===== src/rtl/morse_key_decoder_pkg.sv =====
// Symbol table and FSM encoding shared by the Morse key decoder and the seven-segment decoder.
package morse_pkg;

  localparam logic [5:0] SYM_BLANK  = 6'd0;
  localparam logic [5:0] SYM_A      = 6'd1;
  localparam logic [5:0] SYM_E      = 6'd5;
  localparam logic [5:0] SYM_Z      = 6'd26;
  localparam logic [5:0] SYM_DIGIT0 = 6'd27;
  localparam logic [5:0] SYM_DIGIT9 = 6'd36;
  localparam logic [5:0] SYM_ERR    = 6'd40;

  localparam int unsigned N_CODED = 36;

  typedef enum logic [1:0] {
    ST_IDLE,
    ST_MARK,
    ST_SPACE,
    ST_EMIT
  } state_e;

  // {length[2:0], code[4:0]}: code is right-aligned in sending order, 1 = dash
  function automatic logic [7:0] morse_code(input logic [5:0] idx);
    case (idx)
      6'd1:  return {3'd2, 5'b00001};
      6'd2:  return {3'd4, 5'b01000};
      6'd3:  return {3'd4, 5'b01010};
      6'd4:  return {3'd3, 5'b00100};
      6'd5:  return {3'd1, 5'b00000};
      6'd6:  return {3'd4, 5'b00010};
      6'd7:  return {3'd3, 5'b00110};
      6'd8:  return {3'd4, 5'b00000};
      6'd9:  return {3'd2, 5'b00000};
      6'd10: return {3'd4, 5'b00111};
      6'd11: return {3'd3, 5'b00101};
      6'd12: return {3'd4, 5'b00100};
      6'd13: return {3'd2, 5'b00011};
      6'd14: return {3'd2, 5'b00010};
      6'd15: return {3'd3, 5'b00111};
      6'd16: return {3'd4, 5'b00110};
      6'd17: return {3'd4, 5'b01101};
      6'd18: return {3'd3, 5'b00010};
      6'd19: return {3'd3, 5'b00000};
      6'd20: return {3'd1, 5'b00001};
      6'd21: return {3'd3, 5'b00001};
      6'd22: return {3'd4, 5'b00001};
      6'd23: return {3'd3, 5'b00011};
      6'd24: return {3'd4, 5'b01001};
      6'd25: return {3'd4, 5'b01011};
      6'd26: return {3'd4, 5'b01100};
      6'd27: return {3'd5, 5'b11111};
      6'd28: return {3'd5, 5'b01111};
      6'd29: return {3'd5, 5'b00111};
      6'd30: return {3'd5, 5'b00011};
      6'd31: return {3'd5, 5'b00001};
      6'd32: return {3'd5, 5'b00000};
      6'd33: return {3'd5, 5'b10000};
      6'd34: return {3'd5, 5'b11000};
      6'd35: return {3'd5, 5'b11100};
      6'd36: return {3'd5, 5'b11110};
      default: return '0;
    endcase
  endfunction

  // Element i of the collected pattern sits in bit i, so table codes are bit-reversed to match
  function automatic logic [5:0] morse_lookup(input logic [2:0] elem_cnt, input logic [4:0] pattern);
    logic [5:0] result;
    logic [7:0] code;
    logic [2:0] len;
    logic [4:0] pat;
    result = SYM_ERR;
    for (int unsigned i = 1; i <= N_CODED; i++) begin
      code = morse_code(6'(i));
      len  = code[7:5];
      pat  = '0;
      for (int unsigned j = 0; j < 5; j++) begin
        if (3'(j) < len) pat[j] = code[3'(len - 3'(j) - 3'd1)];
      end
      if (len == elem_cnt && pat == pattern) result = 6'(i);
    end
    return result;
  endfunction

endpackage


===== src/rtl/morse_key_decoder_debouncer.sv =====
// Two-flop synchronizer followed by a symmetric stable-count debouncer.
module key_debouncer #(
  parameter int unsigned DEBOUNCE_CYCLES = 500_000
) (
  input  logic clk,
  input  logic rst_n,
  input  logic key_i,
  output logic key_db_o
);

  localparam int unsigned CW = (DEBOUNCE_CYCLES > 1) ? $clog2(DEBOUNCE_CYCLES + 1) : 1;

  logic          sync1_q, sync2_q, key_db_q;
  logic [CW-1:0] cnt_q;

  always_ff @(posedge clk or negedge rst_n) begin
    if (!rst_n) begin
      sync1_q  <= 1'b0;
      sync2_q  <= 1'b0;
      key_db_q <= 1'b0;
      cnt_q    <= '0;
    end else begin
      sync1_q <= key_i;
      sync2_q <= sync1_q;
      if (sync2_q != key_db_q) begin
        if (cnt_q == CW'(DEBOUNCE_CYCLES - 1)) begin
          key_db_q <= ~key_db_q;
          cnt_q    <= '0;
        end else begin
          cnt_q <= cnt_q + CW'(1);
        end
      end else begin
        cnt_q <= '0;
      end
    end
  end

  assign key_db_o = key_db_q;

endmodule


===== src/rtl/morse_key_decoder.sv =====
// Morse key decoder: times debounced marks/spaces, collects dots/dashes and emits a
// registered symbol index for the seven-segment decoder at each inter-letter gap.
module morse_key_decoder
  import morse_pkg::*;
#(
  parameter int unsigned UNIT_CYCLES      = 12_500_000,
  parameter int unsigned DEBOUNCE_CYCLES  = 500_000,
  parameter int unsigned DASH_UNITS       = 2,
  parameter int unsigned LETTER_GAP_UNITS = 3
) (
  input  logic       clk,
  input  logic       rst_n,
  input  logic       key_in,
  input  logic       clear,
  output logic [5:0] sym,
  output logic       disp_en,
  output logic       sym_valid,
  output logic       key_led
);

  localparam int unsigned PW = (UNIT_CYCLES > 1) ? $clog2(UNIT_CYCLES) : 1;
  // The edge cycle is already the first cycle of the new interval
  localparam logic [PW-1:0] PRESC_RESTART = (UNIT_CYCLES > 1) ? PW'(1) : '0;

  logic          key_db, key_prev_q;
  logic          key_rise, key_fall;
  logic [PW-1:0] presc_q, presc_d;
  logic [2:0]    units_q, units_d;
  state_e        state_q;
  logic [4:0]    pattern_q;
  logic [2:0]    elem_cnt_q;
  logic          ovf_q;
  logic [5:0]    sym_q;
  logic          disp_en_q, sym_valid_q;
  logic          is_dash;

  key_debouncer #(
    .DEBOUNCE_CYCLES(DEBOUNCE_CYCLES)
  ) u_debouncer (
    .clk     (clk),
    .rst_n   (rst_n),
    .key_i   (key_in),
    .key_db_o(key_db)
  );

  assign key_rise = key_db & ~key_prev_q;
  assign key_fall = ~key_db & key_prev_q;
  assign is_dash  = (units_q >= 3'(DASH_UNITS));

  always_comb begin
    presc_d = presc_q;
    units_d = units_q;
    if (key_rise || key_fall) begin
      presc_d = PRESC_RESTART;
      units_d = '0;
    end else if (presc_q == PW'(UNIT_CYCLES - 1)) begin
      presc_d = '0;
      if (units_q != 3'd7) units_d = units_q + 3'd1;
    end else begin
      presc_d = presc_q + PW'(1);
    end
  end

  always_ff @(posedge clk or negedge rst_n) begin
    if (!rst_n) begin
      key_prev_q  <= 1'b0;
      presc_q     <= '0;
      units_q     <= '0;
      state_q     <= ST_IDLE;
      pattern_q   <= '0;
      elem_cnt_q  <= '0;
      ovf_q       <= 1'b0;
      sym_q       <= SYM_BLANK;
      disp_en_q   <= 1'b0;
      sym_valid_q <= 1'b0;
    end else begin
      key_prev_q  <= key_db;
      presc_q     <= presc_d;
      units_q     <= units_d;
      sym_valid_q <= 1'b0;
      if (clear) begin
        state_q    <= ST_IDLE;
        sym_q      <= SYM_BLANK;
        disp_en_q  <= 1'b0;
        pattern_q  <= '0;
        elem_cnt_q <= '0;
        ovf_q      <= 1'b0;
      end else begin
        case (state_q)
          ST_IDLE: begin
            if (key_rise) state_q <= ST_MARK;
          end
          ST_MARK: begin
            if (key_fall) begin
              if (elem_cnt_q < 3'd5) begin
                pattern_q  <= pattern_q | (5'(is_dash) << elem_cnt_q);
                elem_cnt_q <= elem_cnt_q + 3'd1;
              end else begin
                ovf_q <= 1'b1;
              end
              state_q <= ST_SPACE;
            end
          end
          ST_SPACE: begin
            // Entering EMIT on the edge that completes the last gap unit
            if (key_rise) state_q <= ST_MARK;
            else if (units_d == 3'(LETTER_GAP_UNITS)) state_q <= ST_EMIT;
          end
          ST_EMIT: begin
            sym_q       <= ovf_q ? SYM_ERR : morse_lookup(elem_cnt_q, pattern_q);
            sym_valid_q <= 1'b1;
            disp_en_q   <= 1'b1;
            pattern_q   <= '0;
            elem_cnt_q  <= '0;
            ovf_q       <= 1'b0;
            state_q     <= key_db ? ST_MARK : ST_IDLE;
          end
          default: state_q <= ST_IDLE;
        endcase
      end
    end
  end

  assign sym       = sym_q;
  assign disp_en   = disp_en_q;
  assign sym_valid = sym_valid_q;
  assign key_led   = key_db;

endmodule

===== config.mk =====
export PLATFORM = sky130hd
export DESIGN_NAME = morse_key_decoder
export DESIGN_NICKNAME = d
export VERILOG_FILES = /design/src/rtl/morse_key_decoder_pkg.sv /design/src/rtl/morse_key_decoder_debouncer.sv /design/src/rtl/morse_key_decoder.sv
export SDC_FILE = /design/constraint.sdc
export NUM_CORES = 1
export LEC_CHECK = 0
export BUFFER_PORTS_ARGS = -buffer_cell sky130_fd_sc_hd__buf_2
export CAP_MARGIN = 20
export CORE_MARGIN = 2
export CORE_UTILIZATION = 45
export CTS_CLUSTER_DIAMETER = 100
export DETAILED_ROUTE_END_ITERATION = 8
export PLACE_DENSITY_LB_ADDON = 0.12
export SYNTH_ARGS = -nofsm -noshare
export SYNTH_HDL_FRONTEND = slang
export SYNTH_SLANG_ARGS = --single-unit

===== constraint.sdc =====
create_clock -name clk -period 5 [get_ports clk]
set_input_delay 0.75 -clock clk [delete_from_list [all_inputs] [get_ports clk]]
set_output_delay 0.75 -clock clk [all_outputs]
set_load 0.05 [all_outputs]

==> impl_metrics.csv <==
group,metric,value,unit
status,outcome,"finished, final reports clean",
clock_network,cts_buffers,9,
floorplanning,dieWidth,99.46,um
critical_path,startpoint_type,"flop",
floorplanning,dieArea,0.009891,mm2
global_route,grt_use_total,19.83,%
clock_network,cts.clk_slew.worst_paths,80,ps
clock_network,post_cts_buffers,0,
synthesis,yosysUniqueCellTypes,61,
placed_design,gp_congestion,0.8937,
power,finalPower,1203,uW
clock_network,tritoncts,"yes",
critical_path,endpoint_kind,"flop",
sta,fmax,362.4,MHz
placed_design,port_buffers,12,
detailed_routing,wl,9.245,mm
placed_design,place_ws,2314,ps
critical_path,cp.arrival,3010,ps
global_route,grt_max_degree,70,
synthesis,seq_area_frac_synth,42.11,%
sta,period_needed,2759,ps
power,p_switching,282.0,uW
synthesis,avgSynthCellArea,8.761,um2
sta,period_share,55.18,%
sta,setup_slack,2241,ps
sta,relSlewSlack,40.51,%
detailed_routing,avgViaCountPerCell,5.878,
sta,fin_skew,13.70,ps
sta,grt_setup_unrepaired,"false",
detailed_routing,drcViolationCount,0,
placed_design,dp_hpwl,6.259,mm
power,leakagePower,0.001861,uW
floorplanning,initial_core_util,46.79,%
detailed_routing,detail_route.wl_per_cell,15.91,um
final_layout,syn_to_final_growth,8.056,%
final_layout,final_cell_mix,"69 x nor2_1, 69 x dfrtp_1, 40 x nand2_1",
power,clkPwrFrac,45.6,%
critical_path,cp_data_required_time,5250,ps
global_route,grt_pass1_wl,15.93,mm
synthesis,syn_nets,483,
power,peakVddDrop,0.1467,mV
final_layout,num_antenna_cells,0,
detailed_routing,dr.pass1.iters,5,
critical_path,slowest_stage,"or4b_1",
clock_network,max-clock-path-buffers,2,
synthesis,yosysTopAreaCellShare,42.11,%
clock_network,root_buffer,"clkbuf_8",
floorplanning,coreArea,0.008763,mm2
critical_path,crit_fanout,9,
synthesis,synth_largest_area_cell,"dfrtp_1",
detailed_routing,drt_iter0_markers,281,
synthesis,syn_inst,468,
hold_path,hold_depth,0,
placed_design,dpl_cell_area,0.004192,mm2
sta,setup_viol,0,
floorplanning,io_pins,13,
run,maxCapViolations,0,
global_route,grt_pass1_vias,3182,
critical_path,timing.rr.end,"sym[5]",
synthesis,ys.flop_type,"dfrtp_1",
sta,maxSlewViolCount,0,
power,seqPwrFrac,47.6,%
power,swShare,23.43,%
global_route,overflow,0,
critical_path,rrSetupSlack,2240,ps
sta,hold_viol,0,
synthesis,syn-cell-area,0.004100,mm2
critical_path,rr_startpoint,"elem_cnt_q[0]",
power,p_comb_share,6.8,%
synthesis,synth.area.top_cells,"dfrtp_1 42%, nor2_1 6.3%, xnor2_1 4.1%, xor2_1 3.8%, nand2_1 3.7%",
clock_network,cts_max_level,3,
clock_network,cts_hold_repair.buffers,0,
critical_path,cp-startpoint,"elem_cnt_q[0]",
synthesis,synth_edf_count,0,
clock_network,insertion_delay,340,ps
global_route,antenna_found_initial,0,
hold_path,min-delay-start,"u_debouncer.sync1_q",
clock_network,cts_sinks,69,
critical_path,ff2ff_path_depth,8,
critical_path,crit_type,"reg -> reg",
sta,worst_pin_slew,892.4,ps
detailed_routing,num_vias,3415,
final_layout,finalNetCount,483,
power,cellPowerDensity,271.6,mW/mm2
power,intPower,921.5,uW
floorplanning,core.rowCount,34,
synthesis,ys_ff_latch,69,
hold_path,hp-class,"reg -> reg",
final_layout,finish.instance_area,0.004431,mm2
critical_path,slowest_delay,500,ps
hold_path,holdPathEnd,"u_debouncer.sync2_q",
floorplanning,fp.dieH,99.46,um
sta,fin_setup_tns,0,ps
detailed_routing,ant_nets,0,
synthesis,yosys_warnings,0,
synthesis,async_flop_share,100.0,%
critical_path,crit_chain,"inv_1 -> ha_1 -> nor2b_1 -> and2_1 -> a311oi_1 -> nand2b_1 -> or4b_1 -> a211oi_2",
clock_network,cts_resized,0,
final_layout,drive_gt1_share,7.400,%
[critical path, delay by kind of cell, from the launching register on]
family | cells | cell delay (ps)
and+or+nand+nor | 4 | 1160
DFF | 1 | 470
buffers and inverters | 1 | 140
AOI/OAI and AO/OA | 2 | 580
adders and majority gates | 1 | 320
[flip-flops by register name, summed over array words and instances, names as in the netlist]
signal                cells
u_debouncer.key_db_o      1
presc_q                  24
disp_en                   1
elem_cnt_q                3
sym                       6
u_debouncer.cnt_q        19
u_debouncer.sync1_q       1
ovf_q                     1
pattern_q                 5
state_q                   2
key_prev_q                1
u_debouncer.sync2_q       1
sym_valid                 1
units_q                   3
[power by group through the flow]
stage	Sequential [uW]	Combinational [uW]	Clock (uW)
5_1_grt	574	93.0	594
6_report	573	81.9	549
2_1_floorplan	579	56.6	0
3_3_place_gp	583	83.9	0
4_1_cts	573	81.7	566
3_5_place_dp	584	81.5	0
[logic make-up (layout without fill, tap and decap cells)]
logic type	Yosys count	count (layout)	synth area share, %
multiplexers	2	2	0.4883
XOR/XNOR	37	37	7.904
AND/OR/NAND/NOR	219	219	27.01
buffers and inverters	40	45	4.181
AO/OA/AOI/OAI	90	90	14.95
flip-flops	69	69	42.11
adder cells (fa/ha/maj)	11	11	3.357
[area by class of cell]
cell class	instances	area, um2
repair buffers	13	67.56
inverters	16	60.06
multi-input cells	359	2202
fillers	847	4333
well taps	108	135.1
flip-flops and latches	69	1727
clock inverters	6	111.4
clock buffers	10	127.6
[how the worst max path moves through the flow]
stage               endpoint  slack, ps  cells past startpoint
finish                sym[5]       2240                      8
detailed placement    sym[5]       2310                      8
floorplan             sym[5]       2590                      9
CTS                   sym[5]       2280                      8
global route          sym[5]       2020                      8
global placement      sym[5]       2260                      8
[per-stage QoR]
stage	hold WS, ps	std cells	util, %
floorplan	331.2	468	-
detailed placement	334.7	565	47.83
global placement	336.1	565	47.83
global route	365.6	581	50.56
finish	352.5	581	50.56
CTS	353.8	581	50.56
[synth_stat cells, types with 11 or more instances]
| cell type | n |
|---|---|
| and2_1 | 11 |
| ha_1 | 11 |
| nor3_1 | 16 |
| xnor2_1 | 19 |
| xor2_1 | 18 |
| buf_2 | 11 |
| nor2_1 | 69 |
| dfrtp_1 | 69 |
| a21oi_1 | 22 |
| inv_1 | 16 |
| o21ai_0 | 16 |
| nand3_1 | 19 |
| nand2_1 | 40 |
| clkbuf_1 | 11 |
[metal layers]
| layer | GRT usage (%) | up-vias | share of wire [%] |
|---|---|---|---|
| met2 | 30.56 | 101 | 47 |
| li1 | - | 1669 | - |
| met3 | 3.233 | 15 | 4.4 |
| met4 | 7.165 | 0 | 1.7 |
| met5 | 0 | - | 0 |
| met1 | 28.36 | 1630 | 47 |
(Power assumes the default switching activity.)
